$ cat src/rtl/data_mem_pkg.sv
// Shared constants, encodings and memory reset image for the data-memory DMA
// engine and anything that models the 32-byte data memory it drives.
package data_mem_pkg;

    localparam int unsigned ADDR_W    = 5;
    localparam int unsigned DATA_W    = 8;
    localparam int unsigned LEN_W     = ADDR_W + 1;
    localparam int unsigned MEM_DEPTH = 1 << ADDR_W;

    typedef enum logic [1:0] {
        MODE_COPY = 2'b00,
        MODE_FILL = 2'b01,
        MODE_SUM  = 2'b10,
        MODE_RSVD = 2'b11
    } mode_e;

    typedef enum logic [2:0] {
        ST_IDLE,
        ST_RD_REQ,
        ST_RD_WAIT,
        ST_WR,
        ST_FIN
    } state_e;

    typedef struct packed {
        logic [ADDR_W-1:0] addr;
        logic [DATA_W-1:0] wdata;
        logic              rd;
        logic              wr;
    } mem_req_t;

    // Reset image: ascending ramp 0..15, then 0,-1,-2,...,-15 in the upper half.
    function automatic logic [DATA_W-1:0] mem_reset_value(input logic [ADDR_W-1:0] a);
        if (a < ADDR_W'(16)) begin
            return DATA_W'(a);
        end
        return DATA_W'(0) - DATA_W'(a - ADDR_W'(16));
    endfunction

endpackage

$ cat src/rtl/data_mem_dma.sv
// Block-operation initiator (copy / fill / checksum) on the data-memory port.
// All port outputs come straight from registers loaded with next-state values.
module data_mem_dma
    import data_mem_pkg::*;
(
    input  logic              CLK,
    input  logic              RST,
    input  logic              Start,
    input  logic [1:0]        Mode,
    input  logic [ADDR_W-1:0] Src_Addr,
    input  logic [ADDR_W-1:0] Dst_Addr,
    input  logic [LEN_W-1:0]  Length,
    input  logic [DATA_W-1:0] Fill_Data,
    output logic              Busy,
    output logic              Done,
    output logic [DATA_W-1:0] Sum,
    output logic [ADDR_W-1:0] Address,
    output logic [DATA_W-1:0] Write_Data,
    output logic              MemRead,
    output logic              MemWrite,
    input  logic [DATA_W-1:0] Read_Data
);

    state_e            r_state, w_state;
    mode_e             r_mode,  w_mode;
    logic [ADDR_W-1:0] r_src,   w_src;
    logic [ADDR_W-1:0] r_dst,   w_dst;
    logic [LEN_W-1:0]  r_cnt,   w_cnt;
    logic [DATA_W-1:0] r_fill,  w_fill;
    logic [DATA_W-1:0] r_acc,   w_acc;
    logic              r_busy,  w_busy;
    logic              r_done,  w_done;
    logic [DATA_W-1:0] r_sum,   w_sum;
    mem_req_t          r_req,   w_req;

    mode_e             w_mode_in;
    logic              w_last;
    logic [DATA_W-1:0] w_acc_add;
    logic [ADDR_W-1:0] w_src_inc;
    logic [ADDR_W-1:0] w_dst_inc;

    assign w_mode_in = mode_e'(Mode);
    assign w_last    = (r_cnt == LEN_W'(1));
    assign w_acc_add = r_acc + Read_Data;
    assign w_src_inc = r_src + ADDR_W'(1);
    assign w_dst_inc = r_dst + ADDR_W'(1);

    // Next state plus next value of every registered output.
    always_comb begin
        w_state   = r_state;
        w_mode    = r_mode;
        w_src     = r_src;
        w_dst     = r_dst;
        w_cnt     = r_cnt;
        w_fill    = r_fill;
        w_acc     = r_acc;
        w_busy    = 1'b0;
        w_done    = 1'b0;
        w_sum     = r_sum;
        w_req     = r_req;
        w_req.rd  = 1'b0;
        w_req.wr  = 1'b0;

        case (r_state)
            ST_IDLE: begin
                if (Start) begin
                    w_mode = w_mode_in;
                    w_src  = Src_Addr;
                    w_dst  = Dst_Addr;
                    w_cnt  = Length;
                    w_fill = Fill_Data;
                    w_acc  = '0;
                    if ((Length == '0) || (w_mode_in == MODE_RSVD)) begin
                        w_state = ST_FIN;
                        w_done  = 1'b1;
                        if (w_mode_in == MODE_SUM) begin
                            w_sum = '0;
                        end
                    end else if (w_mode_in == MODE_FILL) begin
                        w_state     = ST_WR;
                        w_busy      = 1'b1;
                        w_req.addr  = Dst_Addr;
                        w_req.wdata = Fill_Data;
                        w_req.wr    = 1'b1;
                    end else begin
                        w_state    = ST_RD_REQ;
                        w_busy     = 1'b1;
                        w_req.addr = Src_Addr;
                        w_req.rd   = 1'b1;
                    end
                end
            end

            ST_RD_REQ: begin
                w_state = ST_RD_WAIT;
                w_busy  = 1'b1;
            end

            // Read data is valid here; SUM retires the byte, COPY forwards it to the write.
            ST_RD_WAIT: begin
                w_src = w_src_inc;
                if (r_mode == MODE_SUM) begin
                    w_acc = w_acc_add;
                    w_cnt = r_cnt - LEN_W'(1);
                    if (w_last) begin
                        w_state = ST_FIN;
                        w_done  = 1'b1;
                        w_sum   = w_acc_add;
                    end else begin
                        w_state    = ST_RD_REQ;
                        w_busy     = 1'b1;
                        w_req.addr = w_src_inc;
                        w_req.rd   = 1'b1;
                    end
                end else begin
                    w_state     = ST_WR;
                    w_busy      = 1'b1;
                    w_req.addr  = r_dst;
                    w_req.wdata = Read_Data;
                    w_req.wr    = 1'b1;
                end
            end

            ST_WR: begin
                w_dst = w_dst_inc;
                w_cnt = r_cnt - LEN_W'(1);
                if (w_last) begin
                    w_state = ST_FIN;
                    w_done  = 1'b1;
                end else if (r_mode == MODE_FILL) begin
                    w_state     = ST_WR;
                    w_busy      = 1'b1;
                    w_req.addr  = w_dst_inc;
                    w_req.wdata = r_fill;
                    w_req.wr    = 1'b1;
                end else begin
                    w_state    = ST_RD_REQ;
                    w_busy     = 1'b1;
                    w_req.addr = r_src;
                    w_req.rd   = 1'b1;
                end
            end

            ST_FIN: begin
                w_state = ST_IDLE;
            end

            default: begin
                w_state = ST_IDLE;
            end
        endcase
    end

    always_ff @(posedge CLK) begin
        if (!RST) begin
            r_state <= ST_IDLE;
            r_mode  <= MODE_COPY;
            r_src   <= '0;
            r_dst   <= '0;
            r_cnt   <= '0;
            r_fill  <= '0;
            r_acc   <= '0;
            r_busy  <= 1'b0;
            r_done  <= 1'b0;
            r_sum   <= '0;
            r_req   <= '0;
        end else begin
            r_state <= w_state;
            r_mode  <= w_mode;
            r_src   <= w_src;
            r_dst   <= w_dst;
            r_cnt   <= w_cnt;
            r_fill  <= w_fill;
            r_acc   <= w_acc;
            r_busy  <= w_busy;
            r_done  <= w_done;
            r_sum   <= w_sum;
            r_req   <= w_req;
        end
    end

    assign Busy       = r_busy;
    assign Done       = r_done;
    assign Sum        = r_sum;
    assign Address    = r_req.addr;
    assign Write_Data = r_req.wdata;
    assign MemRead    = r_req.rd;
    assign MemWrite   = r_req.wr;

endmodule
$ cat config.mk
export PLATFORM = sky130hd
export DESIGN_NAME = data_mem_dma
export DESIGN_NICKNAME = d
export VERILOG_FILES = /design/src/rtl/data_mem_pkg.sv /design/src/rtl/data_mem_dma.sv
export SDC_FILE = /design/constraint.sdc
export NUM_CORES = 1
export LEC_CHECK = 0
export CAP_MARGIN = 20
export CORE_MARGIN = 4
export CORE_UTILIZATION = 40
export DETAILED_ROUTE_END_ITERATION = 10
export PLACE_DENSITY_LB_ADDON = 0.2
export SLEW_MARGIN = 20
export SYNTH_ARGS = -nofsm -noshare
export SYNTH_HDL_FRONTEND = slang
export SYNTH_SLANG_ARGS = --single-unit
$ cat constraint.sdc
create_clock -name CLK -period 4.2 [get_ports CLK]
set_input_delay 0.42 -clock CLK [delete_from_list [all_inputs] [get_ports CLK]]
set_output_delay 0.42 -clock CLK [all_outputs]
set_load 0.05 [all_outputs]
==> reports/results.ini, run 1 <==
[global_route]
antenna_found_initial = 0
grt_pass1_vias = 3266
grt_pass1_wl_mm = 16.5
grt_usage_pct = 20.2
grt-ovfl-total = 0
grt_max_degree = 34

[routing]
first_iter_violations = 258
post-route-drc-count = 0
vias = 3561
ant_nets = 0
drtPass1Iterations = 6
routedWlPerCell_um = 17.4
viasPerCell = 5.99
wirelength_mm = 10.3

[setup_path]
critPathCaptureType = flip-flop
crit_fanout = 23
worstPathRequired_ps = 4420
rr_startpoint = r_state[0]$_SDFFE_PN0N_
r2r_slack_ps = 1470
cp-start-kind = flip-flop
cp_slowest_cell = or4b_1
crit_path_end = r_acc[7]$_SDFFE_PN0P_
slowest_delay_ps = 850
arrival_ps = 2950
path_class = reg2reg
cp_cell_sequence = or4b_1, o21ai_1, nand4_1, a21oi_1, a311o_1
reg2reg_depth = 5
r2r-end = r_acc[7]$_SDFFE_PN0P_
crit_path_start = r_state[0]$_SDFFE_PN0N_

[timing]
fin_crit_sh_pct = 64.9
finalSetupTns_ps = 0
finalSetupViolations = 0
hold_slack_ps = 454
period_needed_ps = 2730
fmax_mhz = 367
rsz0062_at_grt = no
maxSlewViolCount = 0
relSlewSlack_pct = 35.5
worst_clock_skew_ps = 9.21
worst_pin_slew_ps = 968
hold_violations = 0

[power_and_ir_drop]
power.leakage_nw = 1.65
pwr_density_cell_mw_per_mm2 = 437
ir_drop_mv = 0.239
finalPower_w = 0.00193

[synthesis]
ys_warn_count = 0
async_flop_share_pct = 0
synth_area_mm2 = 0.00353
synth_edf_count = 0
ys.flop_type = dfxtp_1
syn_inst = 433
yosysUniqueCellTypes = 72
synth-seq-cells = 62
synth_area_per_cell_um2 = 8.15
synth_fp_nets = 482
synth-seq-area-share_pct = 35.2

[layout]
antenna_cells = 0
fin_area_mm2 = 0.00443
mostFrequentLayoutCell = dfxtp_1
fin_nets = 530
final_cell_mix = dfxtp_1 (62), clkdlybuf4s50_1 (61), nand2_1 (59)
area_growth_syn_to_layout_pct = 25.4
fillers = 856
instances_no_fill = 594
drive_gt1_share_pct = 7.00

[cts]
cts_buffers = 9
clk_pin_slew_ps = 70
cts_buffer_depth = 2
htree_levels = 3
cts.sinks = 62
cts_hold_buf = 0
cts_resized = 0
post_cts_buffers = 0
root_buffer = clkbuf_8
cts_tree = done
clk_latency_ps = 340

[floorplan]
start_util_pct = 40.9
pin_count = 62
fp-row-count = 34
core_mm2 = 0.00864
die-area_mm2 = 0.0104
dieWidth_um = 102
die_y_um = 102

[placed_design]
placed_cell_area_mm2 = 0.00419
hpwlAfterDp_mm = 7.29
dp_cells = 578
finalWeightedCongestion = 0.895
portBuffers = 61

[outcome]
status = finished, final reports clean

[job]
cap_violations = 0

[min_path]
hp-class = reg2reg

==> cells by family after synthesis <==
| logic type | after synthesis | synth area share (%) |
|---|---|---|
| flip-flops | 62 | 35.2 |
| AND/OR/NAND/NOR | 157 | 21.4 |
| multiplexers | 3 | 0.851 |
| adder cells (fa/ha/maj) | 12 | 4.47 |
| buffers and inverters | 38 | 4.64 |
| XOR/XNOR | 9 | 2.62 |
| AO/OA/AOI/OAI | 152 | 30.8 |
==> cells in the mapped netlist (2+ instances only) <==
| library cell | number | area, um2 |
|---|---|---|
| a21oi_1 | 39 | 195 |
| and3_1 | 2 | 12.5 |
| buf_1 | 4 | 15.0 |
| a311o_1 | 2 | 20.0 |
| inv_1 | 9 | 33.8 |
| nand2_1 | 59 | 221 |
| nor3_1 | 6 | 30.0 |
| a211oi_1 | 6 | 45.0 |
| a222oi_1 | 9 | 90.1 |
| a31oi_1 | 7 | 43.8 |
| ha_1 | 11 | 138 |
| a22oi_1 | 2 | 15.0 |
| o22ai_1 | 4 | 25.0 |
| a221oi_1 | 7 | 61.3 |
| nor2_1 | 36 | 135 |
| buf_2 | 5 | 25.0 |
| o21a_1 | 4 | 30.0 |
| clkbuf_1 | 17 | 63.8 |
| nand4_1 | 4 | 25.0 |
| nor2b_1 | 7 | 43.8 |
| a211oi_2 | 2 | 25.0 |
| a21o_1 | 3 | 22.5 |
| o211a_1 | 8 | 80.1 |
| o211ai_1 | 5 | 37.5 |
| nor3b_1 | 3 | 22.5 |
| nand2b_1 | 5 | 31.3 |
| xnor2_1 | 2 | 17.5 |
| and2_1 | 2 | 12.5 |
| o21ai_0 | 31 | 155 |
| nand3_1 | 19 | 95.1 |
| xor2_1 | 6 | 52.6 |
| mux2i_1 | 3 | 30.0 |
| dfxtp_1 | 62 | 1240 |
| or3_1 | 2 | 12.5 |
| o2111a_1 | 2 | 22.5 |
| buf_6 | 2 | 22.5 |
==> cell type report <==
type	count	area (um2)	share of cell area (%)
clock buffers	13	169	3.82
inverters	10	37.5	0.848
well taps	108	135	3.05
repair buffers	65	641	14.5
clock inverters	3	65.1	1.47
flip-flops and latches	62	1240	28.0
multi-input cells	333	2140	48.3
==> report_power, final <==
part / total [W] / switching, W / internal (W)
clock: 0.000622 / 0.000239 / 0.000382
combinational: 0.000588 / 0.000366 / 0.000222
sequential: 0.000722 / 0.0000673 / 0.000655
total: 0.00193 / 0.000673 / 0.00126
==> worst min path at each step <==
stage	to	from	cells past startpoint
global placement	r_fill[0]$_SDFFE_PN0P_	r_fill[0]$_SDFFE_PN0P_	2
floorplan	r_acc[2]$_SDFFE_PN0P_	r_acc[2]$_SDFFE_PN0P_	2
finish	Sum[3]$_SDFFE_PN0P_	Sum[3]$_SDFFE_PN0P_	2
global route	Sum[3]$_SDFFE_PN0P_	Sum[3]$_SDFFE_PN0P_	2
detailed placement	Sum[4]$_SDFFE_PN0P_	Sum[4]$_SDFFE_PN0P_	2
CTS	Sum[4]$_SDFFE_PN0P_	Sum[4]$_SDFFE_PN0P_	2
==> stage by stage <==
step	worst slack, ps	utilization (%)
floorplan	2130	-
global placement	1370	48.5
detailed placement	1290	48.5
CTS	1470	51.2
global route	1230	51.2
finish	1470	51.2
==> worst max-delay path: cells and delay by family (launching register included) <==
family / cells / cell delay, ps
flip-flops: 1 / 670
AND/OR/NAND/NOR: 2 / 1080
AO/OA/AOI/OAI: 3 / 850
==> flip-flops by register name, summed over array words and instances (netlist names), 3 cells and up <==
register	count
Address	5
r_cnt	6
r_fill	8
r_src	5
r_dst	5
r_state	3
r_acc	8
Sum	8
Write_Data	8
==> routing by layer <==
layer | vias to the layer above | global-route usage, % | share of wire [%]
li1 | 1715 | - | -
met1 | 1691 | 26.8 | 44
met2 | 136 | 31.7 | 47
met3 | 19 | 5.19 | 7.1
met4 | 0 | 7.67 | 1.9
met5 | - | 0 | 0
Note: power is estimated with default switching activity, not from simulation.
==> run 2: changes to the inputs <==
- clock period: 4.2 -> 2.35 ns (I/O delays scaled with it)
==> run 2 against run 1 <==
Net effect:
- largest power group unchanged
- flip-flop and latch count unchanged
- first-iteration DRC count decreased by 11%
- via count decreased by 1.1%
- power increased by 69%
==> reports/results.ini, run 2 (synthesis results as in run 1) <==
[cts]
htree_levels = 3
cts_buffer_depth = 2
cts.sinks = 62
clk_pin_slew_ps = 70
post_cts_buffers = 0
cts_resized = 0
cts_hold_buf = 0
root_buffer = clkbuf_8
cts_tree = done
cts_buffers = 9
clk_latency_ps = 340

[timing]
worst_pin_slew_ps = 601
finalSetupViolations = 0
period_needed_ps = 2120
maxSlewViolCount = 0
worst_clock_skew_ps = 7.49
rsz0062_at_grt = no
fmax_mhz = 472
hold_violations = 0
relSlewSlack_pct = 59.8
finalSetupTns_ps = 0
fin_crit_sh_pct = 90.2

[setup_path]
r2r_slack_ps = 230
worstPathRequired_ps = 2610
cp-start-kind = flip-flop
critPathCaptureType = flip-flop
reg2reg_depth = 8
arrival_ps = 2380
slowest_delay_ps = 540
critical-path-top-delay-family = compound AO/OA/AOI/OAI gates
crit_fanout = 10
path_buf_inv = 2
cp_num_cells = 8
cp_slowest_cell = a211oi_2
cp_cell_sequence = inv_1, ha_1, nor4b_2, buf_4, o2111a_1, a211oi_2, o21ai_0, a31oi_1
path_class = reg2reg

[global_route]
grt_pass1_wl_mm = 16.3
grt_usage_pct = 19.8
grt-ovfl-total = 0
grt_max_degree = 34
antenna_found_initial = 0
grt_pass1_vias = 3256

[power_and_ir_drop]
ir_drop_mv = 0.347
pwr_density_cell_mw_per_mm2 = 710
power.leakage_nw = 1.77

[job]
cap_violations = 0

[layout]
regArea_mm2 = 0.00124
antenna_cells = 0
final_cell_mix = dfxtp_1 (62), clkdlybuf4s50_1 (61), nand2_1 (59)
area_growth_syn_to_layout_pct = 30.6
instances_no_fill = 623
multi_input_area_mm2 = 0.00214
mostFrequentLayoutCell = dfxtp_1
drive_gt1_share_pct = 12.4
fin_nets = 559
final_util_pct = 53.4
fillers = 811

[placed_design]
portBuffers = 61
finalWeightedCongestion = 0.864
hpwlAfterDp_mm = 7.59
dp_cells = 607

[floorplan]
dieWidth_um = 102
die_y_um = 102
core_mm2 = 0.00864
die-area_mm2 = 0.0104
start_util_pct = 40.9
pin_count = 62
fp-row-count = 34

[routing]
wirelength_mm = 10.3
first_iter_violations = 230
routedWlPerCell_um = 16.5
post-route-drc-count = 0
drtPass1Iterations = 5
viasPerCell = 5.65
ant_nets = 0
vias = 3522

[outcome]
status = finished, final reports clean

[min_path]
hp-class = reg2reg
hold_depth = 2

## run 2: per-layer routing
layer	vias up	routed length (um)	GRT usage, %
met5	-	0	0
met4	0	97	6.16
met3	11	587	4.23
met2	104	4740	30.9
met1	1641	4840	27.5
li1	1766	-	-
## run 2: path summary, 6_finish.rpt
check	startpoint	to
hold reg to reg	Sum[4]$_SDFFE_PN0P_	Sum[4]$_SDFFE_PN0P_
setup reg to reg	r_cnt[1]$_SDFFE_PN0P_	Address[0]$_SDFFE_PN0P_
hold / removal	Sum[4]$_SDFFE_PN0P_	Sum[4]$_SDFFE_PN0P_
setup / recovery	r_cnt[1]$_SDFFE_PN0P_	Address[0]$_SDFFE_PN0P_
## run 2: through the flow
step / setup WS (ps) / hold WS (ps) / total power [W] / cell area (um2)
finish: 231 / 454 / 0.00327 / 4610
global route: 44.0 / 477 / 0.00346 / 4610
CTS: 222 / 457 / 0.00329 / 4610
detailed placement: -39.8 / 448 / 0.00246 / 4430
global placement: -7.65 / 442 / 0.00244 / 4430
floorplan: 398 / 371 / 0.00203 / 3530
## run 2: power breakdown
part	total [W]	leakage, nW	internal [W]	switching (W)
sequential	0.00128	0.507	0.00117	0.000106
clock	0.000831	0.0816	0.000383	0.000448
combinational	0.00117	1.18	0.000480	0.000686
## run 2: layout make-up
class	count	area share, %
inverters	10	0.815
clock buffers	9	2.69
flip-flops and latches	62	26.9
repair buffers	94	19.2
clock inverters	7	1.09
multi-input cells	333	46.4
well taps	108	2.93
## run 2: tightest hold or removal path, delay by kind of cell (launching register included)
family           cells  cell delay [ps]
flip-flops           1              310
AND/OR/NAND/NOR      1               50
AO/OA/AOI/OAI        1               50
